## src/rtl/branch_predict_judge_if.sv

```systemverilog
// Interface bundling the IF-stage lookup, the resolve-side inputs and the
// registered resolve results of the branch judge.
interface branch_predict_judge_if #(
    parameter int XLEN  = 32,
    parameter int CNT_W = 32
);
    logic [XLEN-1:0]  lookup_pc;
    logic             pred_taken;
    logic             res_valid;
    logic             stall;
    logic [XLEN-1:0]  res_pc;
    logic [XLEN-1:0]  rega;
    logic [XLEN-1:0]  regb;
    logic [2:0]       branch_cond;
    logic             res_pred;
    logic             b;
    logic             out_valid;
    logic             mispredict;
    logic [CNT_W-1:0] br_cnt;
    logic [CNT_W-1:0] mp_cnt;

    // Pipeline side: drives lookups and branches to resolve.
    modport master (
        output lookup_pc, res_valid, stall, res_pc, rega, regb, branch_cond, res_pred,
        input  pred_taken, b, out_valid, mispredict, br_cnt, mp_cnt
    );

    // Judge side.
    modport slave (
        input  lookup_pc, res_valid, stall, res_pc, rega, regb, branch_cond, res_pred,
        output pred_taken, b, out_valid, mispredict, br_cnt, mp_cnt
    );
endinterface

```

## src/rtl/branch_predict_judge.sv

```systemverilog
// Branch condition resolver with a 2-bit saturating-counter branch history
// table, mispredict flagging and saturating branch/mispredict statistics.
module branch_predict_judge #(
    parameter int XLEN      = 32,
    parameter int BHT_DEPTH = 64,
    parameter int CNT_W     = 32
) (
    input  logic                  clk,
    input  logic                  rst_n,
    branch_predict_judge_if.slave bus
);
    localparam int IDX_W = $clog2(BHT_DEPTH);
    localparam logic [CNT_W-1:0] CNT_MAX = {CNT_W{1'b1}};

    logic [1:0]       bht_r [BHT_DEPTH];
    logic [IDX_W-1:0] lookup_idx_s;
    logic [IDX_W-1:0] res_idx_s;
    logic             taken_s;
    logic             zero_s;
    logic             accept_s;
    logic             train_s;
    logic             mp_inc_s;
    logic [1:0]       bht_cur_s;
    logic [1:0]       bht_next_s;
    logic             b_r;
    logic             out_valid_r;
    logic             mispredict_r;
    logic [CNT_W-1:0] br_cnt_r;
    logic [CNT_W-1:0] mp_cnt_r;

    // Word-aligned PCs: drop the two byte-offset bits.
    assign lookup_idx_s = bus.lookup_pc[IDX_W+1:2];
    assign res_idx_s    = bus.res_pc[IDX_W+1:2];

    assign zero_s    = (bus.rega == {XLEN{1'b0}});
    assign accept_s  = bus.res_valid & ~bus.stall & (bus.branch_cond != 3'd0);
    // Unconditional jumps (code 7) are resolved but never train or count as branches.
    assign train_s   = accept_s & (bus.branch_cond != 3'd7);
    assign mp_inc_s  = accept_s & (taken_s != bus.res_pred);
    assign bht_cur_s = bht_r[res_idx_s];

    // Prediction reads the table before any same-cycle update (no bypass).
    assign bus.pred_taken = bht_r[lookup_idx_s][1];
    assign bus.b          = b_r;
    assign bus.out_valid  = out_valid_r;
    assign bus.mispredict = mispredict_r;
    assign bus.br_cnt     = br_cnt_r;
    assign bus.mp_cnt     = mp_cnt_r;

    // Decode the branch condition on the signed view of rega.
    always_comb begin
        taken_s = 1'b0;
        case (bus.branch_cond)
            3'd1:    taken_s = (bus.rega == bus.regb);
            3'd2:    taken_s = (bus.rega != bus.regb);
            3'd3:    taken_s = bus.rega[XLEN-1] | zero_s;
            3'd4:    taken_s = ~bus.rega[XLEN-1] & ~zero_s;
            3'd5:    taken_s = bus.rega[XLEN-1];
            3'd6:    taken_s = ~bus.rega[XLEN-1];
            3'd7:    taken_s = 1'b1;
            default: taken_s = 1'b0;
        endcase
    end

    // Saturating up/down step of the addressed history counter.
    always_comb begin
        bht_next_s = bht_cur_s;
        if (taken_s) begin
            if (bht_cur_s != 2'b11) begin
                bht_next_s = bht_cur_s + 2'd1;
            end else begin
                bht_next_s = bht_cur_s;
            end
        end else begin
            if (bht_cur_s != 2'b00) begin
                bht_next_s = bht_cur_s - 2'd1;
            end else begin
                bht_next_s = bht_cur_s;
            end
        end
    end

    // Registered resolve result; everything freezes while stalled.
    always_ff @(posedge clk or negedge rst_n) begin
        if (!rst_n) begin
            b_r          <= 1'b0;
            out_valid_r  <= 1'b0;
            mispredict_r <= 1'b0;
        end else if (!bus.stall) begin
            out_valid_r  <= accept_s;
            mispredict_r <= mp_inc_s;
            if (accept_s) begin
                b_r <= taken_s;
            end
        end
    end

    // History table: reset to weakly not-taken, trained by conditional branches.
    always_ff @(posedge clk or negedge rst_n) begin
        if (!rst_n) begin
            for (int i = 0; i < BHT_DEPTH; i++) begin
                bht_r[i] <= 2'b01;
            end
        end else if (train_s) begin
            bht_r[res_idx_s] <= bht_next_s;
        end
    end

    // Saturating statistics counters; they stick at all-ones instead of wrapping.
    always_ff @(posedge clk or negedge rst_n) begin
        if (!rst_n) begin
            br_cnt_r <= {CNT_W{1'b0}};
            mp_cnt_r <= {CNT_W{1'b0}};
        end else begin
            if (train_s && (br_cnt_r != CNT_MAX)) begin
                br_cnt_r <= br_cnt_r + {{(CNT_W-1){1'b0}}, 1'b1};
            end
            if (mp_inc_s && (mp_cnt_r != CNT_MAX)) begin
                mp_cnt_r <= mp_cnt_r + {{(CNT_W-1){1'b0}}, 1'b1};
            end
        end
    end
endmodule

```

## src/flat_wrapper.sv

```systemverilog
// flat-port wrapper written by rule: the top's interface ports become plain ports
module branch_predict_judge_flat 
#(
    parameter int XLEN      = 32,
    parameter int BHT_DEPTH = 64,
    parameter int CNT_W     = 32
)
  (clk, rst_n, bus_lookup_pc, bus_res_valid, bus_stall, bus_res_pc, bus_rega, bus_regb, bus_branch_cond, bus_res_pred, bus_pred_taken, bus_b, bus_out_valid, bus_mispredict, bus_br_cnt, bus_mp_cnt);
  branch_predict_judge_if #(.XLEN(XLEN), .CNT_W(CNT_W)) bus_i ();
  input  logic clk;
  input  logic rst_n;
  input wire logic [$bits(bus_i.lookup_pc)-1:0] bus_lookup_pc;
  input wire logic [$bits(bus_i.res_valid)-1:0] bus_res_valid;
  input wire logic [$bits(bus_i.stall)-1:0] bus_stall;
  input wire logic [$bits(bus_i.res_pc)-1:0] bus_res_pc;
  input wire logic [$bits(bus_i.rega)-1:0] bus_rega;
  input wire logic [$bits(bus_i.regb)-1:0] bus_regb;
  input wire logic [$bits(bus_i.branch_cond)-1:0] bus_branch_cond;
  input wire logic [$bits(bus_i.res_pred)-1:0] bus_res_pred;
  output wire logic [$bits(bus_i.pred_taken)-1:0] bus_pred_taken;
  output wire logic [$bits(bus_i.b)-1:0] bus_b;
  output wire logic [$bits(bus_i.out_valid)-1:0] bus_out_valid;
  output wire logic [$bits(bus_i.mispredict)-1:0] bus_mispredict;
  output wire logic [$bits(bus_i.br_cnt)-1:0] bus_br_cnt;
  output wire logic [$bits(bus_i.mp_cnt)-1:0] bus_mp_cnt;
  assign bus_i.lookup_pc = bus_lookup_pc;
  assign bus_i.res_valid = bus_res_valid;
  assign bus_i.stall = bus_stall;
  assign bus_i.res_pc = bus_res_pc;
  assign bus_i.rega = bus_rega;
  assign bus_i.regb = bus_regb;
  assign bus_i.branch_cond = bus_branch_cond;
  assign bus_i.res_pred = bus_res_pred;
  assign bus_pred_taken = bus_i.pred_taken;
  assign bus_b = bus_i.b;
  assign bus_out_valid = bus_i.out_valid;
  assign bus_mispredict = bus_i.mispredict;
  assign bus_br_cnt = bus_i.br_cnt;
  assign bus_mp_cnt = bus_i.mp_cnt;
  branch_predict_judge #(.XLEN(XLEN), .BHT_DEPTH(BHT_DEPTH), .CNT_W(CNT_W)) u_core (.clk(clk), .rst_n(rst_n), .bus(bus_i));
endmodule
```

## config.mk

```make
export PLATFORM = sky130hd
export DESIGN_NAME = branch_predict_judge_flat
export DESIGN_NICKNAME = d
export VERILOG_FILES = /design/src/rtl/branch_predict_judge_if.sv /design/src/rtl/branch_predict_judge.sv /design/src/flat_wrapper.sv
export SDC_FILE = /design/constraint.sdc
export NUM_CORES = 1
export LEC_CHECK = 0
export ABC_AREA = 0
export CAP_MARGIN = 10
export CORE_ASPECT_RATIO = 0.6
export CORE_MARGIN = 2
export CORE_UTILIZATION = 45
export DETAILED_ROUTE_END_ITERATION = 6
export PLACE_DENSITY = 0.82
export SYNTH_ARGS = -nofsm -noshare
export SYNTH_HDL_FRONTEND = slang
export SYNTH_SLANG_ARGS = --single-unit
```

## constraint.sdc

```tcl
create_clock -name clk -period 5.7 [get_ports clk]
set_input_delay 1.14 -clock clk [delete_from_list [all_inputs] [get_ports clk]]
set_output_delay 1.14 -clock clk [all_outputs]
set_load 0.005 [all_outputs]
```

======== After elaboration in Yosys (flattened, before gate mapping) ========
Index checks and enable logic that the tools add are counted.
word-level totals
  word-level logic and storage cells ...... 121
  flip-flop bits (word level) ............. 195
  bits of input ports ..................... 136
cells by class
  multiplexer cells ....................... 13
  reduce and logical (&&, ||, !) cells .... 7
  add/subtract/negate cells ............... 4
  bitwise logic cells ..................... 11
  equal/unequal tests ..................... 14
  magnitude comparators ................... 3
operators with widths
  operator                                                               number
  128-bit bitwise mux                                                    1
  32-bit by 1-bit adder with 32-bit output (second input constant)       2
  32-bit inequality test (second input constant)                         2
  32-bit == test                                                         1
  32-bit zero test                                                       1
  32-bit inequality test                                                 1
  2-bit binary-select mux with 6-bit select                              2
  2-bit two-way mux                                                      8
  7-bit greater-or-equal comparator (second input constant)              2
  6-bit NOT with 7-bit output                                            2
  2-bit demux with 6-bit select                                          1
  3-bit == test (second input constant)                                  4
  7-bit by 1-bit < comparator with 1-bit output (second input constant)  1
  1-bit one-hot mux with 7 select lines                                  1
  3-bit by 2-bit == test with 1-bit output (second input constant)       2
  1-bit AND                                                              5
  3-bit by 1-bit == test with 1-bit output (second input constant)       1
  1-bit logical AND                                                      3
  3-bit inequality test (second input constant)                          1
  1-bit NOT                                                              3
  3-bit nonzero test                                                     1
  2-bit by 1-bit adder with 2-bit output (second input constant)         1
  2-bit inequality test (second input constant)                          1
  2-bit AND reduction                                                    1
  4 further kinds                                                        4

======== Logic depth before layout (Yosys ltp) ========
  depth after elaboration ................. 8
  gate-level depth with buffers ........... 13
  gate-level depth less buffers ........... 9

======== Worst setup path after synthesis ========
Ideal clock, no wire load.
  kind .................................... input to output
  start ................................... in bus_lookup_pc[2]
  end ..................................... out bus_pred_taken
  setup slack ............................. 1.008 ns
  arrival time ............................ 3.552 ns
  stages .................................. 5
  path buffers ............................ 2
  cell sequence ........................... clkbuf_1 > buf_1 > mux4_2 > mux4_2 > mux4_2
between the ends
  word-level cells in the longest chain between the ends .. 4
RTL lines
  element                                                RTL line                    RTL
  start: declaration                                     flat_wrapper.sv:12          input wire logic [$bits(bus_i.lookup_pc)-1:0] bus_lookup_pc;
  6-bit NOT with 7-bit output (implied by the code)      branch_predict_judge.sv:43  assign bus.pred_taken = bht_r[lookup_idx_s][1];
  2-bit binary-select mux with 6-bit select              branch_predict_judge.sv:43
  2-bit two-way mux (implied by the code) (2 in series)  branch_predict_judge.sv:43
  end: declaration                                       flat_wrapper.sv:20          output wire logic [$bits(bus_i.pred_taken)-1:0] bus_pred_taken;
No other way between the ends. The select of a mux whose other input is x is not followed.

======== Worst setup path after layout ========
Same ends and word-level chain as after synthesis.

==> impl_metrics.yaml <==
run_status:
  status: "finished, final reports clean"
sta:
  slew_headroom_pct: 33.1
  maxSlewViolCount: 0
  fin_crit_ns: 5.10
  layout_worst_path_cycle_share_pct: 89.5
  rsz0062_at_grt: "no"
  final-setup-viol-count: 0
  skew_ns: 0.0106
  tightest_slew_ns: 0.995
  max_freq_ghz: 0.196
  layout_setup_ws_ns: 0.596
  tns_ns: 0
  hold_viol: 0
floorplanning:
  die_y_um: 123
  rows: 43
  die-area_um2: 24700
  coreArea_um2: 23100
  initial_core_util_pct: 45.7
  fp.dieW_um: 202
  io_pins: 204
yosys:
  async_reset_ff_share_pct: 100
  synth.avg_cell_area_um2: 9.79
  synth_warnings: 0
  synth_cells: 1079
  synth_cell_types: 63
  synth_seq_cells: 195
  synthesis.area_um2: 10600
  synth-main-ff-cell: "dfrtp_1"
  syn-num-nets: 1217
  yosysSeqAreaShare_pct: 47.0
  synth_edf_count: 0
power:
  p_int_mw: 2.48
  ir_drop_v: 0.000187
  power_frac_comb_pct: 17.9
  p_per_area_nw_per_um2: 271
  pwr-share-seq_pct: 48.0
  switchingPower_mw: 1.01
  p_clk_share_pct: 34.1
  swShare_pct: 28.9
  leakage_nw: 5.16
drt:
  routed-via-count: 9072
  routedWlPerCell_um: 19.4
  drt-initial-drc-count: 1087
  drc: 0
  ant_nets: 0
  routed_wl_um: 29800
  via_per_inst: 5.90
  firstDrtPassIters: 6
cts:
  ctsRootBufferMaster: "clkbuf_16"
  worstSkewPairLatency_ns: 0.43
  cts_resized: 0
  clk_pin_slew_worst_paths_ns: 0.07
  postCtsSetupBuffers: 0
  clock_path_buffers: 2
  htreeDepth: 4
  cts.sinks: 195
  cts_tree: "yes"
  cts-buffers-inserted: 17
  cts-hold-fix-buffers: 0
worst_setup_path:
  crit_path_top_delay_cell: "mux4_2"
  endpoint_kind: "output pin"
  startpoint_type: "input pin"
  cpMostUsedCell: "mux4_2"
  path_class: "input pin to output pin"
  slowest_delay_ns: 0.56
  critPathMaxFanout: 16
  cp_cell_sequence: "clkdlybuf4s50_1, buf_4, mux4_2, mux4_2, mux4_2, clkdlybuf4s50_1"
  worstPathRequired_ns: 4.56
  arrival_ns: 3.96
placement:
  dp_hpwl_um: 21300
  dpl-instance-area_um2: 12300
  gp_congestion: 0.907
  io_buffers: 151
  dpl_worst_slack_ns: 0.607
global_route:
  track_usage_pct: 24.5
  grt_pass1_wl_um: 47400
  grt_max_degree: 112
  antenna_found_initial: 0
  grt_overflow: 0
  grt_pass1_vias: 8758
final_layout:
  layout-drive-gt1-share_pct: 13.2
  finalNetCount: 1348
  finalInstanceArea_um2: 12900
  area_delta_synth_final_pct: 22.0
  fillers: 1960
  antenna_cells: 0
flow_run:
  maxCapViolations: 0
min_path:
  hp-class: "flop to flop"
==> area by class of cell <==
type	instances	area, um^2	area share (%)
multi-input combinational	811	5220	40.5
clock inverter	12	121	0.942
timing repair buffer	172	1690	13.1
tap	315	394	3.06
sequential	195	4960	38.5
clock buffer	20	447	3.47
inverter	13	48.8	0.379
==> final timing paths <==
| kind | start | end | slack, ns | cells past startpoint |
|---|---|---|---|---|
| max in group asynchronous | rst_n | u_core.bht_r[92] | 3.72 | 2 |
| max reg2reg | u_core.bht_r[55] | u_core.bht_r[32] | 2.57 | 9 |
| min | u_core.bht_r[62] | u_core.bht_r[62] | 0.46 | 2 |
| max | bus_lookup_pc[2] | bus_pred_taken | 0.60 | 6 |
| min reg2reg | u_core.bht_r[62] | u_core.bht_r[62] | 0.46 | 2 |
| min in group asynchronous | rst_n | u_core.bht_r[113] | 0.80 | 1 |
==> sequential cells by signal (all words and copies together) (netlist names) <==
signal                 cells
u_core.bus.br_cnt         32
u_core.bus.b               1
u_core.bus.mispredict      1
u_core.bus.mp_cnt         32
u_core.bht_r             128
u_core.bus.out_valid       1
==> kinds of logic after synthesis <==
group           share of synthesized area [%]
simple gates                             18.9
compound gates                           12.3
flops                                    47.0
xor+xnor                                 7.71
buf+inv                                  3.71
mux                                      10.1
fa+ha+maj                               0.237
==> layer usage <==
layer / track usage (%) / part of all wire (%)
met5: 1.59 / 0
met4: 6.30 / 1.6
met3: 7.28 / 11
met2: 36.0 / 43
met1: 35.5 / 44
==> placed cells by master (no fill, tap or decap), types with 3 or more instances in the layout <==
cell	Yosys	final
nor4_1	27	27
buf_4	8	19
and3_1	15	15
dfrtp_1	131	131
clkdlybuf4s50_1	0	149
nor3_1	23	23
nor3b_1	4	4
a21oi_1	68	68
and3b_1	3	3
and2_1	4	4
o31ai_1	21	21
nand4_1	17	17
dfstp_2	64	64
o211ai_1	3	3
inv_1	12	12
o21ai_1	8	8
inv_6	0	5
mux4_2	30	30
a22oi_1	9	9
clkinv_4	0	3
and4_1	4	4
a221oi_1	8	8
nand2_1	140	140
nor2b_1	8	8
nor2_1	136	136
nand3_1	44	44
mux2i_1	23	23
xnor2_1	31	31
mux2_2	10	10
a31oi_1	12	12
clkbuf_16	0	17
xor2_1	62	62
o21ai_0	62	62
nand2b_1	4	4
==> metrics by stage <==
step	total power [mW]	instances	util, %	hold slack [ns]
detailed placement	2.31	1506	53.3	0.455
finish	3.49	1538	55.8	0.464
global route	3.63	1538	55.8	0.480
CTS	3.49	1538	55.8	0.466
floorplan	2.01	1079	-	0.439
global placement	2.28	1506	53.3	0.447
==> cell usage after synthesis (all sizes together), types with 3 or more instances <==
cell,n,area (um^2)
dfstp,64,1680
nor3b,4,30.0
nand2b,4,25.0
mux2,10,113
and3b,3,26.3
a31oi,12,75.1
mux2i,23,230
and2,4,25.0
o31ai,21,158
o211ai,3,22.5
a221oi,8,70.1
nor2b,8,50.1
a22oi,9,67.6
xnor2,31,272
nor4,27,169
clkbuf,30,114
o21ai,71,359
o311ai,3,26.3
buf,30,229
mux4,32,728
inv,12,45.0
nor3,23,115
xor2,62,543
and4,4,35.0
nand4,17,106
nor2,136,510
nand3,45,230
nand2,140,526
and3,15,93.8
dfrtp,131,3280
a21oi,69,357
==> worst max-delay path, delay by kind of cell <==
family | cells | cell delay [ns]
buffers and inverters | 3 | 1.23
muxes | 3 | 1.59
==> power by group through the flow <==
stage                     registers (mW)  clock network [mW]  logic (mW)
after floorplan                     1.66                   0       0.357
after detailed placement            1.69                   0       0.619
after global routing                1.69                1.25       0.681
after CTS                           1.67                1.20       0.622
after global placement              1.68                   0       0.598
final                               1.68                1.19       0.624
Note: power is estimated with default switching activity, not from simulation.
